**src/rtl/sram_mem_ctrl.sv**
```systemverilog
// rtl/sram_mem_ctrl.sv - 32-bit load/store sequencer onto two 16-bit async SRAM accesses (option: SRAM_MEM_CTRL_READ_HIT_EN)
module sram_mem_ctrl #(
    parameter int          WAIT_CYCLES = 2,
    parameter logic [31:0] BASE_ADDR   = 32'd1024,
    parameter int          SRAM_AW     = 18
) (
    input  logic               clk,
    input  logic               rst,
    input  logic               wr_en,
    input  logic               rd_en,
    input  logic [31:0]        address,
    input  logic [31:0]        write_data,
    output logic [31:0]        read_data,
    output logic               ready,
    output logic               freeze,
    output logic [SRAM_AW-1:0] sram_addr,
    output logic [15:0]        sram_dq_out,
    output logic               sram_dq_oe,
    input  logic [15:0]        sram_dq_in,
    output logic               sram_we_n
);

    typedef enum logic [1:0] {
        S_IDLE = 2'd0,
        S_LOW  = 2'd1,
        S_HIGH = 2'd2,
        S_DONE = 2'd3
    } state_t;

    // Final cycle of each half-access; we_n is released here so address/data see a hold cycle.
    // With WAIT_CYCLES=1 the only cycle is also the last, so no write strobe is produced.
    localparam logic [3:0] LAST_CNT = 4'(WAIT_CYCLES - 1);

    state_t             state_q;
    state_t             state_d;
    logic [3:0]         cnt_q;
    logic               op_wr_q;
    logic [SRAM_AW-2:0] word_q;
    logic [31:0]        wdata_q;
    logic [31:0]        rdata_q;

    logic [31:0]        off;
    logic [SRAM_AW-2:0] req_word;
    logic               unused_off_bits;
    logic               req;
    logic               hit;
    logic               start;
    logic               last;
    logic               active;
    logic               half;

    // Byte address relative to the SRAM window; byte-in-word bits are ignored.
    assign off             = address - BASE_ADDR;
    assign req_word        = off[SRAM_AW:2];
    assign unused_off_bits = ^{off[31:SRAM_AW+1], off[1:0]};

    assign req    = wr_en | rd_en;
    assign last   = (cnt_q == LAST_CNT);
    assign active = (state_q == S_LOW) || (state_q == S_HIGH);
    assign half   = (state_q == S_HIGH);
    assign start  = (state_q == S_IDLE) && req && !hit;

`ifdef SRAM_MEM_CTRL_READ_HIT_EN
    logic               buf_valid_q;
    logic [SRAM_AW-2:0] buf_word_q;
    logic [31:0]        buf_data_q;

    assign hit = (state_q == S_IDLE) && rd_en && !wr_en && buf_valid_q && (buf_word_q == req_word);

    // One-entry read buffer: filled by every completed read, invalidated by any accepted write.
    always_ff @(posedge clk or negedge rst) begin
        if (!rst) begin
            buf_valid_q <= 1'b0;
            buf_word_q  <= '0;
            buf_data_q  <= '0;
        end else if (start && wr_en) begin
            buf_valid_q <= 1'b0;
        end else if ((state_q == S_HIGH) && last && !op_wr_q) begin
            buf_valid_q <= 1'b1;
            buf_word_q  <= word_q;
            buf_data_q  <= {sram_dq_in, rdata_q[15:0]};
        end
    end

    assign read_data = hit ? buf_data_q : rdata_q;
`else
    assign hit       = 1'b0;
    assign read_data = rdata_q;
`endif

    // State register.
    always_ff @(posedge clk or negedge rst) begin
        if (!rst) begin
            state_q <= S_IDLE;
        end else begin
            state_q <= state_d;
        end
    end

    // Next-state: requests are only looked at in IDLE; DONE always returns to IDLE.
    always_comb begin
        state_d = state_q;
        case (state_q)
            S_IDLE:  if (start) state_d = S_LOW;
            S_LOW:   if (last)  state_d = S_HIGH;
            S_HIGH:  if (last)  state_d = S_DONE;
            S_DONE:  state_d = S_IDLE;
            default: state_d = S_IDLE;
        endcase
    end

    // Wait counter runs 0..WAIT_CYCLES-1 within each half and is zero elsewhere.
    always_ff @(posedge clk or negedge rst) begin
        if (!rst) begin
            cnt_q <= 4'd0;
        end else if (active && !last) begin
            cnt_q <= cnt_q + 4'd1;
        end else begin
            cnt_q <= 4'd0;
        end
    end

    // Latch the operation at acceptance so inputs may change freely while busy.
    always_ff @(posedge clk or negedge rst) begin
        if (!rst) begin
            op_wr_q <= 1'b0;
            word_q  <= '0;
            wdata_q <= '0;
        end else if (start) begin
            op_wr_q <= wr_en;
            word_q  <= req_word;
            wdata_q <= write_data;
        end
    end

    // Capture each read half on the last cycle of its access window.
    always_ff @(posedge clk or negedge rst) begin
        if (!rst) begin
            rdata_q <= '0;
        end else if (!op_wr_q && last) begin
            if (state_q == S_LOW) begin
                rdata_q[15:0] <= sram_dq_in;
            end else if (state_q == S_HIGH) begin
                rdata_q[31:16] <= sram_dq_in;
            end
        end
    end

    // Outputs decoded from state: handshake to the pipeline and the SRAM pin controls.
    always_comb begin
        ready       = ((state_q == S_IDLE) && (!req || hit)) || (state_q == S_DONE);
        freeze      = req && !ready;
        sram_addr   = {word_q, half};
        sram_dq_out = half ? wdata_q[31:16] : wdata_q[15:0];
        sram_dq_oe  = active && op_wr_q;
        sram_we_n   = !(active && op_wr_q && !last);
    end

endmodule

```
**config.mk**
```make
export PLATFORM = sky130hd
export DESIGN_NAME = sram_mem_ctrl
export DESIGN_NICKNAME = d
export VERILOG_FILES = /design/src/rtl/sram_mem_ctrl.sv
export SDC_FILE = /design/constraint.sdc
export NUM_CORES = 1
export LEC_CHECK = 0
export ABC_AREA = 1
export BUFFER_PORTS_ARGS = -buffer_cell sky130_fd_sc_hd__buf_2
export CORE_MARGIN = 2
export CORE_UTILIZATION = 45
export CTS_BUF_LIST = sky130_fd_sc_hd__clkbuf_8
export DETAILED_ROUTE_END_ITERATION = 8
export PLACE_DENSITY_LB_ADDON = 0.2
export SYNTH_ARGS = -nofsm -noshare
export SYNTH_HDL_FRONTEND = slang
export SYNTH_SLANG_ARGS = --single-unit
```
**constraint.sdc**
```tcl
create_clock -name clk -period 1.9 [get_ports clk]
set_input_delay 0.57 -clock clk [delete_from_list [all_inputs] [get_ports clk]]
set_output_delay 0.57 -clock clk [all_outputs]
set_load 0.05 [all_outputs]
```
# Yosys cells after proc, flatten, opt, wreduce, memory -nomap -nowiden
# Cells that the tools add are included.
# classes
muxes	6
bitwise	2
n_addsub	2
eq_ne	7
reduce_logical	18
# ops
op	n
19-bit by 11-bit subtractor with 19-bit output (second input constant)	1
16-bit two-way mux	1
2-bit one-hot mux with 4 select lines	1
1-bit logical AND	7
2-bit two-way mux	3
2-bit != test (second input constant)	3
3-bit AND reduction	2
1-bit logical NOT	5
4-bit by 1-bit adder with 4-bit output (second input constant)	1
2-bit == test (second input constant)	2
4-bit by 1-bit == test with 1-bit output (second input constant)	1
4-bit two-way mux	1
2-bit by 1-bit == test with 1-bit output (second input constant)	1
2-bit logical NOT	1
1-bit logical OR	2
2-bit AND reduction	1
1-bit NOT	1
1-bit OR	1
# totals
wordCells	42
reg_bits	88
output_inout_bits	70
inputBits	84

# Depth between registers and ports, before layout
# logic_depth
ltp_word	6
ltp_mapped	9

# Worst setup path after synthesis
# No wires, ideal clock.
# synth_path
path_type	reg2out
startpoint	reg state_q[0]
endpoint	out sram_dq_out[10]
path_slack_ps	-210
stages_incl_launch_ff	8
arrival_ps	1540
n_path_buf	2
cell_sequence	dfrtp_1 inv_1 ha_1 buf_2 inv_1 buf_2 nand2_1 nand2_1
# synth_via
elab_chain_cells	2
# synth_lines
item	line_no	rtl
start: declaration	34	state_t state_q;
start signal: assignment	96	state_q <= state_d;
2-bit == test	60	assign half = (state_q == S_HIGH);
net half	50	logic half;
16-bit two-way mux	154	sram_dq_out = half ? wdata_q[31:16] : wdata_q[15:0];
end: declaration	17	output logic [15:0] sram_dq_out,
# The timed path passes the listed nets, and every way through them passes these cells.

# Worst setup path after layout
# layout_path
startpoint	reg state_q[0]
endpoint	out sram_dq_out[11]
# layout_via
elab_chain_cells	2
# layout_lines
item	line_no
2-bit == test	60
16-bit two-way mux	154
# No other way between the ends.

==> impl_metrics.toml <==
[sta]
rsz0062_at_grt = "true"
min_period_ps = 2090
fmaxAchievable_ghz = 0.4785
fin_tns_setup_ps = -3185
final.setup.worst_slack_ps = -189.9
slew_headroom_pct = 58.82
setup_violations = 21
tightest_slew_ps = 617.0
period_share_pct = 110.0
hold_viol = 0
finalClockSkew_ps = 16.96
report.final.slew_viol_count = 0

[yosys]
syn_nets = 556
synth.area.top_cells = "dfrtp_1 (57%), nand2_1 (23%), o21ai_1 (4.2%)"
synth_seq_area_share_pct = 57.31
synth_top_area_share_pct = 57.31
synth_compound_area_share_pct = 5.698
synth_xor_area_share_pct = 0.4559
synthMuxAreaShare_pct = 0
synth_top_family_by_area = "simple AND/OR/NAND/NOR gates"
yosys.area_share.simple_pct = 27.29
syn-mean-instance-area_um2 = 8.263
netlist_area_mm2 = 0.003842
ys_warn_count = 0
yosys_register_bits = 88
synthCells = 465
synth.distinct_cells = 20
synth_top_area_cell = "dfrtp_1"
synthAdderAreaFrac_pct = 2.279

[die]
coreArea_mm2 = 0.008258
initial_core_util_pct = 46.53
die_w_um = 96.41
dieHeight_um = 96.41
ios = 154
dieArea_mm2 = 0.009294
row_count = 33

[job]
maxCapViolCount = 0

[cts]
clkSlewWorstSetupHoldPaths_ps = 80
cts_max_level = 3
clk_latency_ps = 370
cts-hold-fix-buffers = 0
clockRootBuffer = "clkbuf_8"
cts_buffers = 9
cts_buffer_depth = 2
clock_sinks = 88
cts_tree = "built"

[setup_path]
start_kind = "flop"
path_class = "flop to output port"
crit_path_top_delay_cell = "dfrtp_1"
cp-end-kind = "output port"
path_delay_family = "buffers and inverters"
crit_fanout = 10
cp.required_ps = 1330
crit_chain = "inv_2 -> ha_4 -> inv_4 -> buf_12 -> nand2_2 -> nand2_4 -> buf_6"
cpPeakStageDelay_ps = 400
cp_num_buf_inv = 4
cp.arrival_ps = 1520

[placement]
dpl.hpwl_mm = 6.400
gp_congestion = 0.7913
placed_cell_area_mm2 = 0.004792
io_buffers = 138

[min_path]
hold_class = "input port to async pin"

[detailed_routing]
viasPerCell = 4.712
dr.pass1.iters = 4
first_iter_violations = 90
num_vias = 3407
drc_errors = 0
wl_mm = 9.314
antenna_left = 0
wl_per_cell_um = 12.88

[run_status]
status = "finished, violations left"
violations = "setup timing"

[final_layout]
finish.net_count = 705
multi_input_area_mm2 = 0.001575
fin_util_pct = 65.17
area_delta_synth_final_pct = 40.05
fin_area_mm2 = 0.005381
drive_gt1_share_pct = 36.89
num_antenna_cells = 0
nFillCells = 742
seq_area_mm2 = 0.002203

[grt]
grt_usage_pct = 20.52
grt_pass1_vias = 3279
grt_pass1_wl_mm = 14.61
gr-total-overflow = 0
antenna_found_initial = 0
grt_max_degree = 49
## layout by cell type (no fill, tap or decap), types with 11 or more instances in the layout
cell / netlist / layout
buf_2: 13 / 116
buf_4: 4 / 11
buf_6: 3 / 13
buf_8: 0 / 12
dfrtp_1: 88 / 87
inv_1: 34 / 29
nand2_1: 234 / 199
nand2_2: 1 / 22
nand2_4: 0 / 14
nor2_1: 17 / 16
o21ai_1: 32 / 32
## flip-flops by register name (all words and copies together), names as in the netlist
| signal | cells |
|---|---|
| cnt_q | 4 |
| state_q | 2 |
| word_q | 17 |
| wdata_q | 32 |
| op_wr_q | 1 |
| read_data | 32 |
## final timing paths
path / start / to / slack [ps] / cells past startpoint
hold reg to reg: word_q[4] / word_q[4] / 470 / 2
setup reg to reg: state_q[1] / read_data[7] / 180 / 6
hold / removal: rst / wdata_q[31] / 110 / 1
max in group asynchronous: rst / state_q[1] / 1170 / 2
min in group clk: address[9] / word_q[7] / 400 / 3
setup / recovery: state_q[0] / sram_dq_out[11] / -190 / 7
## logic make-up after synthesis
family	count (synthesis)
compound gates	43
xor+xnor	2
fa+ha+maj	7
buf+inv	57
flops	88
simple gates	268
## synth_stat cells, drive strengths merged
master	instances
xor2	1
nand2	235
buf	20
inv	37
nor2	20
a31oi	3
xnor2	1
nand3	12
or2	1
o21ai	40
dfrtp	88
ha	7
## layout make-up
type	instances	area share [%]
Timing Repair Buffer	158	20.62
Clock inverter	6	1.721
Tap cell	105	2.441
Sequential cell	88	40.94
Inverter	37	2.697
Multi-Input combinational cell	320	29.27
Clock buffer	9	2.302
## through the flow
step	setup slack, ps	hold WS, ps	cells
6_report	-189.9	107.6	723
5_1_grt	-245.1	121.6	723
4_1_cts	-187.5	107.4	721
3_5_place_dp	0.9917	455.8	703
3_3_place_gp	29.57	449.5	703
2_1_floorplan	-7.784	274.4	465
## routing by layer
layer	routed length, um	up-vias	track usage (%)
li1	-	1712	-
met1	4068	1590	25.34
met2	4667	93	35.01
met3	422	12	3.957
met4	155	0	9.155
met5	0	-	0
## what timing repair did
item	4_1_cts	5_1_grt
endpoints found under the setup margin	21	21
setup buffers	3	3
gates resized for setup	77	21
pin swaps	1	5
## worst register-to-register path: cells and delay by family (launching register included)
family                   cells  cell delay [ps]
buffers and inverters        2              200
flip-flops                   1              450
adder cells (fa/ha/maj)      1              180
AO/OA/AOI/OAI                1               80
AND/OR/NAND/NOR              2              710
Power is left out: the tool's default activity adds up to more than one toggle a clock period on the data nets, which glitch-free logic cannot reach.
